==> config.mk <==
export PLATFORM = sky130hd
export DESIGN_NAME = nanov_ser_tx
export DESIGN_NICKNAME = d
export VERILOG_FILES = /design/src/rtl/nanov_ser_pkg.sv /design/src/rtl/nanov_ser_tx.sv
export SDC_FILE = /design/constraint.sdc
export NUM_CORES = 1
export LEC_CHECK = 0
export ABC_AREA = 1
export CORE_AREA = 2 2 93 95
export DETAILED_ROUTE_END_ITERATION = 6
export DIE_AREA = 0 0 95 97
export HOLD_SLACK_MARGIN = 0.06
export MAX_ROUTING_LAYER = met4
export PLACE_DENSITY = 0.79
export SETUP_SLACK_MARGIN = 0.15
export SYNTH_ARGS = -nofsm -noshare
export SYNTH_HDL_FRONTEND = slang
export SYNTH_SLANG_ARGS = --single-unit
==> constraint.sdc <==
create_clock -name clk12MHz -period 1.8 [get_ports clk12MHz]
set_input_delay 0.36 -clock clk12MHz [delete_from_list [all_inputs] [get_ports clk12MHz]]
set_output_delay 0.36 -clock clk12MHz [all_outputs]
set_load 0.03 [all_outputs]
==> src/rtl/nanov_ser_pkg.sv <==
// nanov_ser_pkg: shared constants and state type for the nanov serial frame transmitter.
//   FRAME_BITS : total serial frame length (b + a + op)
//   OP_W       : opcode field width
//   DATA_W     : operand field width
//   state_e    : transmitter FSM states
package nanov_ser_pkg;

  localparam int unsigned FRAME_BITS = 68;
  localparam int unsigned OP_W       = 4;
  localparam int unsigned DATA_W     = 32;

  typedef enum logic [1:0] {
    StIdle,
    StShift,
    StSettle
  } state_e;

endpackage

==> src/rtl/nanov_ser_tx.sv <==
// nanov_ser_tx: serialises a {b, a, op} command into a 68-bit MSB-first bit stream for a
// serial core, then idles SETTLE_CYCLES cycles before signalling completion.
//
// Optional feature (macro NANOV_SER_CAPTURE_EN): sample the core's returned result bits
// o31_i / o0_i at the completion edge into res_o31 / res_o0, with res_valid pulsing alongside
// done. Without the macro the result ports are tied to 0 and o31_i / o0_i are ignored.
//
// Ports:
//   clk12MHz          : clock, all state changes on its rising edge
//   rstn              : asynchronous active-low reset
//   in_valid/in_ready : command handshake (ready exactly while idle)
//   in_op/in_a/in_b   : command fields
//   ser_o             : serial frame bit (low while idle or settling)
//   busy              : frame or settle period in progress
//   done              : one-cycle completion pulse
//   o31_i/o0_i        : result bits returned by the core
//   res_valid/res_o31/res_o0 : captured result
module nanov_ser_tx
  import nanov_ser_pkg::*;
#(
  parameter int unsigned SETTLE_CYCLES = 2
) (
  input  logic              clk12MHz,
  input  logic              rstn,
  input  logic              in_valid,
  output logic              in_ready,
  input  logic [OP_W-1:0]   in_op,
  input  logic [DATA_W-1:0] in_a,
  input  logic [DATA_W-1:0] in_b,
  output logic              ser_o,
  output logic              busy,
  output logic              done,
  input  logic              o31_i,
  input  logic              o0_i,
  output logic              res_valid,
  output logic              res_o31,
  output logic              res_o0
);

  localparam logic [6:0] LastBit    = 7'(FRAME_BITS - 1);
  localparam logic [3:0] LastSettle = 4'(SETTLE_CYCLES - 1);

  state_e                  r_state;
  logic [FRAME_BITS-1:0]   r_shift;
  logic [6:0]              r_bit_cnt;
  logic [3:0]              r_settle_cnt;
  logic                    r_ser;
  logic                    r_done;
  logic                    w_settle_last;

  assign w_settle_last = (r_state == StSettle) && (r_settle_cnt == LastSettle);

  // ser_o is registered: on the accept edge it already carries frame bit 0, and each later
  // SHIFT edge loads the next bit, so bit k is presented from edge k to edge k+1.
  always_ff @(posedge clk12MHz or negedge rstn) begin
    if (!rstn) begin
      r_state      <= StIdle;
      r_shift      <= '0;
      r_bit_cnt    <= '0;
      r_settle_cnt <= '0;
      r_ser        <= 1'b0;
      r_done       <= 1'b0;
    end else begin
      r_done <= 1'b0;
      unique case (r_state)
        StIdle: begin
          if (in_valid) begin
            r_shift   <= {in_b, in_a, in_op};
            r_ser     <= in_b[DATA_W-1];
            r_bit_cnt <= '0;
            r_state   <= StShift;
          end
        end
        StShift: begin
          if (r_bit_cnt == LastBit) begin
            r_ser        <= 1'b0;
            r_settle_cnt <= '0;
            r_state      <= StSettle;
          end else begin
            r_ser     <= r_shift[FRAME_BITS-2];
            r_shift   <= {r_shift[FRAME_BITS-2:0], 1'b0};
            r_bit_cnt <= r_bit_cnt + 7'd1;
          end
        end
        StSettle: begin
          if (w_settle_last) begin
            r_settle_cnt <= '0;
            r_bit_cnt    <= '0;
            r_done       <= 1'b1;
            r_state      <= StIdle;
          end else begin
            r_settle_cnt <= r_settle_cnt + 4'd1;
          end
        end
        default: r_state <= StIdle;
      endcase
    end
  end

  assign in_ready = (r_state == StIdle);
  assign busy     = (r_state != StIdle);
  assign ser_o    = r_ser;
  assign done     = r_done;

`ifdef NANOV_SER_CAPTURE_EN
  logic r_res_valid;
  logic r_res_o31;
  logic r_res_o0;

  // Result bits are sampled on the same edge that raises done and held until the next frame.
  always_ff @(posedge clk12MHz or negedge rstn) begin
    if (!rstn) begin
      r_res_valid <= 1'b0;
      r_res_o31   <= 1'b0;
      r_res_o0    <= 1'b0;
    end else begin
      r_res_valid <= w_settle_last;
      if (w_settle_last) begin
        r_res_o31 <= o31_i;
        r_res_o0  <= o0_i;
      end
    end
  end

  assign res_valid = r_res_valid;
  assign res_o31   = r_res_o31;
  assign res_o0    = r_res_o0;
`else
  logic w_unused_res;
  assign w_unused_res = o31_i ^ o0_i;

  assign res_valid = 1'b0;
  assign res_o31   = 1'b0;
  assign res_o0    = 1'b0;
`endif

endmodule

; Word level (Yosys, flattened, before mapping)
; Cells that the tools add are included.
; Widths: inputs -> output; s select.
[word_totals]
output_inout_bits = 7
register_bits = 82
wordCells = 46
input_bits = 73
[classes]
n_reduce_logical = 11
eq_ne = 8
addsub = 2
muxes = 19
[op_table]
columns = op, count
row1 = $mux 67, 2
row2 = $pmux 67 s2, 1
row3 = $mux 7, 3
row4 = $pmux 7 s3, 1
row5 = $mux 4, 2
row6 = $ne 2x2->1 const B, 4
row7 = $pmux 4 s2, 1
row8 = $add 7x1->7 const B, 1
row9 = $eq 7x7->1 const B, 1
row10 = $mux 2, 3
row11 = $pmux 2 s3, 1
row12 = $reduce_and 3->1, 2
row13 = $reduce_bool 2->1, 3
row14 = $add 4x1->4 const B, 1
row15 = $eq 4x1->1 const B, 1
row16 = $mux 1, 4
row17 = $reduce_and 2->1, 2
row18 = $reduce_and 4->1, 1
row19 = $reduce_bool 3->1, 1
row20 = $eq 2x1->1 const B, 1
row21 = $eq 2x2->1 const B, 1
row22 = $logic_not 2->1, 1
row23 = $pmux 1 s2, 1
row24 = $logic_and 1x1->1, 1

; Logic depth before layout (Yosys ltp)
; Gate-level depths: netlist (run 1).
[depth]
ltp_word = 4
mapped_depth = 10
depth_no_buf = 9

; Worst setup path after synthesis (run 1)
; OpenSTA, ideal clock, no wires.
[synth_path]
kind = reg-to-reg
start = reg r_state[0]
end = reg r_bit_cnt[6]
setup_ps = 65
required_ps = 1735
period_less_slack_ps = 1627
path_slack_ps = 173
arrival_time_ps = 1562
path_buffers = 0
stages_incl_launch_ff = 8
path_cell_list = dfrtp_1 -> nor2_2 -> inv_1 -> o21ai_1 -> inv_1 -> nand2_2 -> nand2_1 -> nand2_1
[synth_between]
word_cells_on_any_way = 10
cone_classes = eq/ne: 5 / mux: 1 / reduce/logical: 4
[synth_rtl]
columns = item, line_no
row1 = start: declaration, nanov_ser_tx.sv:43  ; state_e r_state;
row2 = start signal: assignment, nanov_ser_tx.sv:57  ; r_state <= StIdle;
row3 = start signal: assignment, nanov_ser_tx.sv:71  ; r_state <= StShift;
row4 = start signal: assignment, nanov_ser_tx.sv:78  ; r_state <= StSettle;
row5 = $logic_not 2->1 (*), --
row6 = via in_ready, nanov_ser_tx.sv:26  ; output logic in_ready,
row7 = $ne 2x2->1 (no line) or $reduce_bool 3->1 (tied branches), --
row8 = $reduce_and 4->1 (no line), --
row9 = end signal: assignment, nanov_ser_tx.sv:82  ; r_bit_cnt <= r_bit_cnt + 7'd1;
row10 = end: declaration, nanov_ser_tx.sv:45  ; logic [6:0] r_bit_cnt;
; Mark *: on every way through the listed nets, which the timed path passes. The rest lies on a longest branch.
; A chain may end at the register's enable or synchronous reset.

; Worst setup path in the final report (run 1)
[layout_path]
start = reg r_state[0]
end = out busy
[layout_between]
elab_chain_len = 1
[layout_rtl]
columns = item, line_no
row1 = $reduce_bool 2->1, nanov_ser_tx.sv:101  ; assign busy = (r_state != StIdle);
row2 = end: declaration, nanov_ser_tx.sv:31  ; output logic busy,
; Every way passes these cells.

==> results of run 1 <==
==> layout by cell type, fill, tap and decap left out, types with 2 or more instances in the layout <==
cell type | netlist | routed
nand2_1 | 166 | 164
o21ai_1 | 88 | 88
dfrtp_1 | 82 | 82
inv_1 | 75 | 75
clkdlybuf4s50_1 | 0 | 69
o21ai_0 | 42 | 42
nor2_1 | 16 | 15
nand3_1 | 13 | 13
clkbuf_8 | 0 | 9
buf_4 | 6 | 9
o21ai_2 | 7 | 7
nand2_2 | 3 | 4
clkinv_2 | 0 | 4
clkbuf_16 | 0 | 4
ha_1 | 3 | 3
conb_1 | 1 | 3
inv_2 | 3 | 2
o22ai_1 | 2 | 2
clkbuf_1 | 10 | 2
buf_6 | 11 | 2
dlygate4sd2_1 | 0 | 2
buf_16 | 0 | 2
buf_12 | 0 | 2
==> per-layer routing <==
layer	vias up	GRT usage, %
met2	78	30.4
met5	-	-
met3	13	2.96
met4	0	9.59
met1	1673	25.7
li1	1845	-
==> worst paths after layout <==
path / start / to / slack (ns) / depth (start not counted)
max in group asynchronous: rstn / r_shift[51] / 0.70 / 3
min: rstn / r_shift[20] / 0.52 / 2
max: r_state[0] / busy / 0.23 / 3
min reg2reg: r_shift[66] / r_shift[66] / 0.52 / 2
max reg2reg: r_bit_cnt[0] / r_shift[0] / 0.23 / 8
min in group clk12MHz: r_shift[66] / r_shift[66] / 0.52 / 2
==> registers in the layout, indices dropped and copies added, names as in the netlist <==
name / count
done: 1
r_settle_cnt: 4
r_bit_cnt: 7
r_state: 2
ser_o: 1
r_shift: 67
==> through the flow <==
stage / power, mW / utilization [%] / std cells / hold slack [ns] / area [sq um]
2_1_floorplan: 4.17 / - / 545 / 0.0644 / 4190
4_1_cts: 5.80 / 62.9 / 717 / 0.514 / 5110
6_report: 5.90 / 65.0 / 726 / 0.516 / 5290
5_1_grt: 6.37 / 65.0 / 726 / 0.537 / 5290
3_5_place_dp: 4.68 / 60.8 / 700 / 0.375 / 4950
3_3_place_gp: 4.57 / 60.8 / 700 / 0.363 / 4950
==> final cells by class <==
cell class / count / area [sq um] / area share (%)
sequential: 82 / 2050 / 38.8
tap: 105 / 131 / 2.49
inverter: 78 / 295 / 5.59
multi-input combinational: 353 / 1640 / 31.1
timing repair buffer: 93 / 1010 / 19.2
clock inverter: 4 / 20.0 / 0.379
clock buffer: 11 / 131 / 2.49
==> worst reg2reg max path, stage by stage, from the launching register on <==
cell and delay [ns]:
dfrtp_1 0.40, ha_1 0.23, nand2_1 0.10, inv_1 0.05, nand3_2 0.09, nand2_2 0.10, nand2_8 0.16, buf_6 0.23
o21ai_1 0.09
==> logic make-up after synthesis <==
logic type	Yosys count	share of synthesized area, %
other	1	0.0896
xor gates and xnor gates	1	0.209
AOI/OAI and AO/OA	142	17.8
buffers and inverters	110	12.5
adders and majority gates	3	0.897
and+or+nand+nor	204	19.5
DFF	82	49.0
==> what timing repair did <==
item | CTS | global route
setup endpoints to repair | 4 | 74
buffers inserted | 1 | 3
hold buffers | 1 | 0
pin swaps | 0 | 0
cloned | 0 | 6
endpoints found under the hold margin | 36 | 0
gates resized for setup | 9 | 8
==> synth_stat cells <==
cell type	number	area share (%)
nand3_2	1	0.24
xor2_1	1	0.21
buf_4	6	1.1
clkbuf_1	10	0.90
o21ai_1	88	11
or2_2	1	0.15
o21bai_1	1	0.18
inv_1	75	6.7
nand3b_1	1	0.18
o21ai_0	42	5.0
a22oi_1	1	0.18
o21ai_2	7	1.5
inv_2	3	0.27
nand4_1	1	0.15
buf_6	11	3.0
nand2_1	166	15
buf_2	5	0.60
nor2_2	1	0.15
o22ai_1	2	0.30
nand2_4	1	0.27
conb_1	1	0.090
nor2_1	16	1.4
dfrtp_1	82	49
a21oi_1	1	0.12
ha_1	3	0.90
nand2_2	3	0.45
nand3_1	13	1.6
==> power groups by stage <==
stage | clock, mW | combinational, mW | sequential (mW)
3_3_place_gp | 0 | 1.83 | 2.74
5_1_grt | 1.21 | 2.37 | 2.78
3_5_place_dp | 0 | 1.91 | 2.77
2_1_floorplan | 0 | 1.45 | 2.72
6_report | 1.12 | 2.05 | 2.73
4_1_cts | 1.14 | 1.92 | 2.73
==> reports/results.tsv, run 1 <==
stage	metric	value	unit
floorplan	initial_utilization	51.5	%
synth	ys_seq_elements	82	
power	seqPwrFrac	46.2	%
floorplan	io_pins	80	
route	routed-wl-met3	341	um
cts	clock_latency	0.35	ns
global_routing	grt_pass1_vias	3348	
synth	yosysSeqAreaShare	49.0	%
route	ant_nets	0	
route	post_drt_wl_per_cell	12.7	um
place	dpl.hpwl	5530	um
setup_path	cp.required	1.44	ns
timing	hold_viol	0	
synth	syn_avg_cell_area	7.71	sq um
setup_path	crit_path_max_incr_delay	0.42	ns
finish	nets	693	
floorplan	die_area	9220	sq um
synth	syn_inst	543	
global_routing	track_usage	19.8	%
place	io_buffers	74	
route	drt-met1-wl	4340	um
setup_path	worstSetupPathType	reg2out	
setup_path	cp.arrival	1.21	ns
timing	tightest_slew	0.525	ns
power	switching_share	34.3	%
finish	syn2layout_area_growth	26.3	%
setup_path	worstPathMaxFanout	4	
timing	period_share	87.3	%
timing	finalSetupTns	0	ns
route	drt_first_iter_violations	194	
cts	cts_buffer_depth	2	
timing	rsz0062_at_grt	false	
global_routing	antenna_found_initial	0	
setup_path	endpoint_kind	output pin	
timing	finalWorstSetupSlack	0.229	ns
global_routing	grt_pass1_wl	14300	um
route	routed.top_layer	met4	
global_routing	grt_overflow_total	0	
synth	syn_area	4190	sq um
route	wirelength	9230	um
finish	fillerInstances	688	
route	viasPerCell	4.97	
timing	drv_slew	0	
power	clkPwrFrac	19.0	%
power	combPwrFrac	34.8	%
cts	cts_tree	built	
route	wl_met2	4360	um
finish	drive_gt1_share	8.70	%
floorplan	die_h	97	um
cts	h-tree-depth	3	
power	cellLeakagePower	2.47	nW
setup_path	cp_top_family	flip-flops	
synth	synth-warning-count	0	
power	ir_drop	529	uV
setup_path	cp_cell_sequence	nor2_4, inv_1, buf_2	
route	drc	0	
floorplan	rows	33	
route	num_vias	3609	
outcome	status	complete, no violations	
setup_path	cp-start-kind	flop	
timing	skew	0.00830	ns
place	globalplace.congestion	0.771	
floorplan	core_area	8130	sq um
timing	slew-limit-headroom	65.0	%
route	drt_first_pass_iters	4	
power	p_sw	2.02	mW
global_routing	grt_max_degree	101	
place	pre_cts_slack	0.121	ns
cts	cts_root_buffer	clkbuf_8	
worst_hold_path	hold_class	in2async	
setup_path	worst-path-buf-inv	2	
power	intPower	3.87	mW
timing	final.min_clock_period	1.57	ns
timing	setup_viol	0	
cts	cts-buffers-inserted	9	
synth	synth_cell_type_count	27	
flow_run	cap_violations	0	
power	power_density	1120	nW/um^2
cts	cts.sinks	82	
cts	path_clk_slew	0.08	ns
setup_path	cp_slowest_cell	dfrtp_1	
timing	max_freq	637	MHz
finish	diodes	0	
floorplan	die_x	95	um
No activity file was read; power rests on OpenSTA's default activity.
==> inputs of run 2 (changes only) <==
--- a/config.mk
+++ b/config.mk
@@ -10,7 +10,6 @@
 export DETAILED_ROUTE_END_ITERATION = 6
 export DIE_AREA = 0 0 95 97
 export HOLD_SLACK_MARGIN = 0.06
-export MAX_ROUTING_LAYER = met4
 export PLACE_DENSITY = 0.79
 export SETUP_SLACK_MARGIN = 0.15
 export SYNTH_ARGS = -nofsm -noshare
==> run 2 against run 1 <==
Clock skew grew 0.00085 ns; routed wire length is 0.13% higher; core utilization unchanged; via count is 1.6% higher; cell count is the same; highest routed layer unchanged; largest power group unchanged; largest cell class unchanged.
==> reports/results.tsv, run 2 (synthesis results as in run 1) <==
stage	metric	value	unit
floorplan	initial_utilization	51.5	%
timing	final.min_clock_period	1.58	ns
power	ir_drop	535	uV
finish	final_common_cell	nand2_1	
setup_path	endpoint_kind	output pin	
finish	reg_top3	r_shift x67, r_bit_cnt x7, r_settle_cnt x4	
place	globalplace.congestion	0.761	
finish	final_cell_area	5290	sq um
finish	syn2layout_area_growth	26.3	%
setup_path	worstSetupPathType	reg2out	
finish	fin_cells	726	
route	drt_first_pass_iters	4	
setup_path	cp.required	1.44	ns
finish	regMostFlops	r_shift	
global_routing	grt_pass1_wl	14300	um
power	cellLeakagePower	2.47	nW
cts	cts-buffers-inserted	9	
route	viasPerCell	5.05	
setup_path	cp_cell_sequence	nor2_4, inv_1, buf_2	
timing	drv_slew	0	
timing	finalWorstSetupSlack	0.221	ns
timing	tightest_slew	0.522	ns
finish	largest_register_ff_count	67	
floorplan	io_pins	80	
cts	cts_root_buffer	clkbuf_8	
finish	diodes	0	
floorplan	core_area	8130	sq um
timing	period_share	87.7	%
route	wirelength	9250	um
place	pre_cts_slack	0.121	ns
route	num_vias	3667	
global_routing	antenna_found_initial	0	
place	io_buffers	74	
outcome	status	complete, no violations	
place	dpl.hpwl	5530	um
floorplan	die_x	95	um
setup_path	regToRegSetupSlack	0.23	ns
cts	cts_tree	built	
timing	skew	0.00915	ns
flow_run	cap_violations	0	
setup_path	cp_top_family	flip-flops	
timing	hold_viol	0	
cts	path_clk_slew	0.08	ns
power	power.total	5.90	mW
timing	setup_viol	0	
route	drc	0	
setup_path	worstPathMaxFanout	4	
floorplan	die_h	97	um
timing	holdWs	0.515	ns
global_routing	grt_pass1_vias	3351	
finish	nets	693	
timing	slew-limit-headroom	65.2	%
floorplan	die_area	9220	sq um
power	power_density	1120	nW/um^2
finish	mostFrequentLayoutCells	nand2_1 (164), o21ai_1 (88), dfrtp_1 (82)	
timing	finalSetupTns	0	ns
setup_path	cp.arrival	1.22	ns
global_routing	grt_max_degree	101	
cts	h-tree-depth	3	
global_routing	grt_overflow_total	0	
place	dp.cells	700	
finish	drive_gt1_share	8.70	%
finish	fin_util	65.0	%
timing	max_freq	633	MHz
finish	ff_latch_area	2050	sq um
setup_path	cp_slowest_cell	dfrtp_1	
setup_path	cp-start-kind	flop	
cts	cts.sinks	82	
place	placed_area	4950	sq um
route	ant_nets	0	
route	drt_first_iter_violations	204	
cts	clock_latency	0.35	ns
setup_path	worst-path-buf-inv	2	
floorplan	rows	33	
setup_path	crit_path_max_incr_delay	0.42	ns
finish	multiInputGateArea	1640	sq um
global_routing	track_usage	19.3	%
finish	fillerInstances	689	
route	post_drt_wl_per_cell	12.7	um
worst_hold_path	hold_class	in2async	
cts	cts_buffer_depth	2	
timing	rsz0062_at_grt	true	
## run 2: cell counts in the layout (fill, tap and decap cells not counted)
No cell type changed its count.
## run 2: report_power, final
| part | internal (mW) | leakage [nW] | switching (mW) | total, mW |
|---|---|---|---|---|
| Clock | 0.485 | 0.0827 | 0.637 | 1.12 |
| Sequential | 2.49 | 1.05 | 0.234 | 2.73 |
| Combinational | 0.896 | 1.34 | 1.15 | 2.05 |
## run 2: repair_timing
action	in CTS	in global routing
pin swaps	0	1
hold buffers	1	0
cloned	0	6
endpoints found under the setup margin	4	74
gates resized for setup	9	8
buffers inserted	1	3
hold endpoints to repair	36	0
## run 2: per-layer routing
metal	track usage [%]	wire length, um	vias to the layer above
met5	0	0	-
met4	9.59	203	0
met3	2.96	402	13
met2	30.4	4340	106
met1	25.7	4300	1703
li1	-	-	1845
## run 2: layout make-up
cell class              count  share of cell area [%]
repair buffers             93                    19.2
clock inverters             4                   0.379
flip-flops and latches     82                    38.8
well taps                 105                    2.49
clock buffers              11                    2.49
multi-input cells         353                    31.1
inverters                  78                    5.59
## run 2: final timing paths
path | cells after the start | from | end
worst max-delay path | 3 | r_state[0] | busy
worst min-delay path | 2 | rstn | r_shift[20]
worst max register to register | 8 | r_bit_cnt[0] | r_shift[3]
worst min register to register | 2 | r_shift[66] | r_shift[66]
max in group asynchronous | 3 | rstn | r_shift[51]
min in group clk12MHz | 2 | r_shift[66] | r_shift[66]
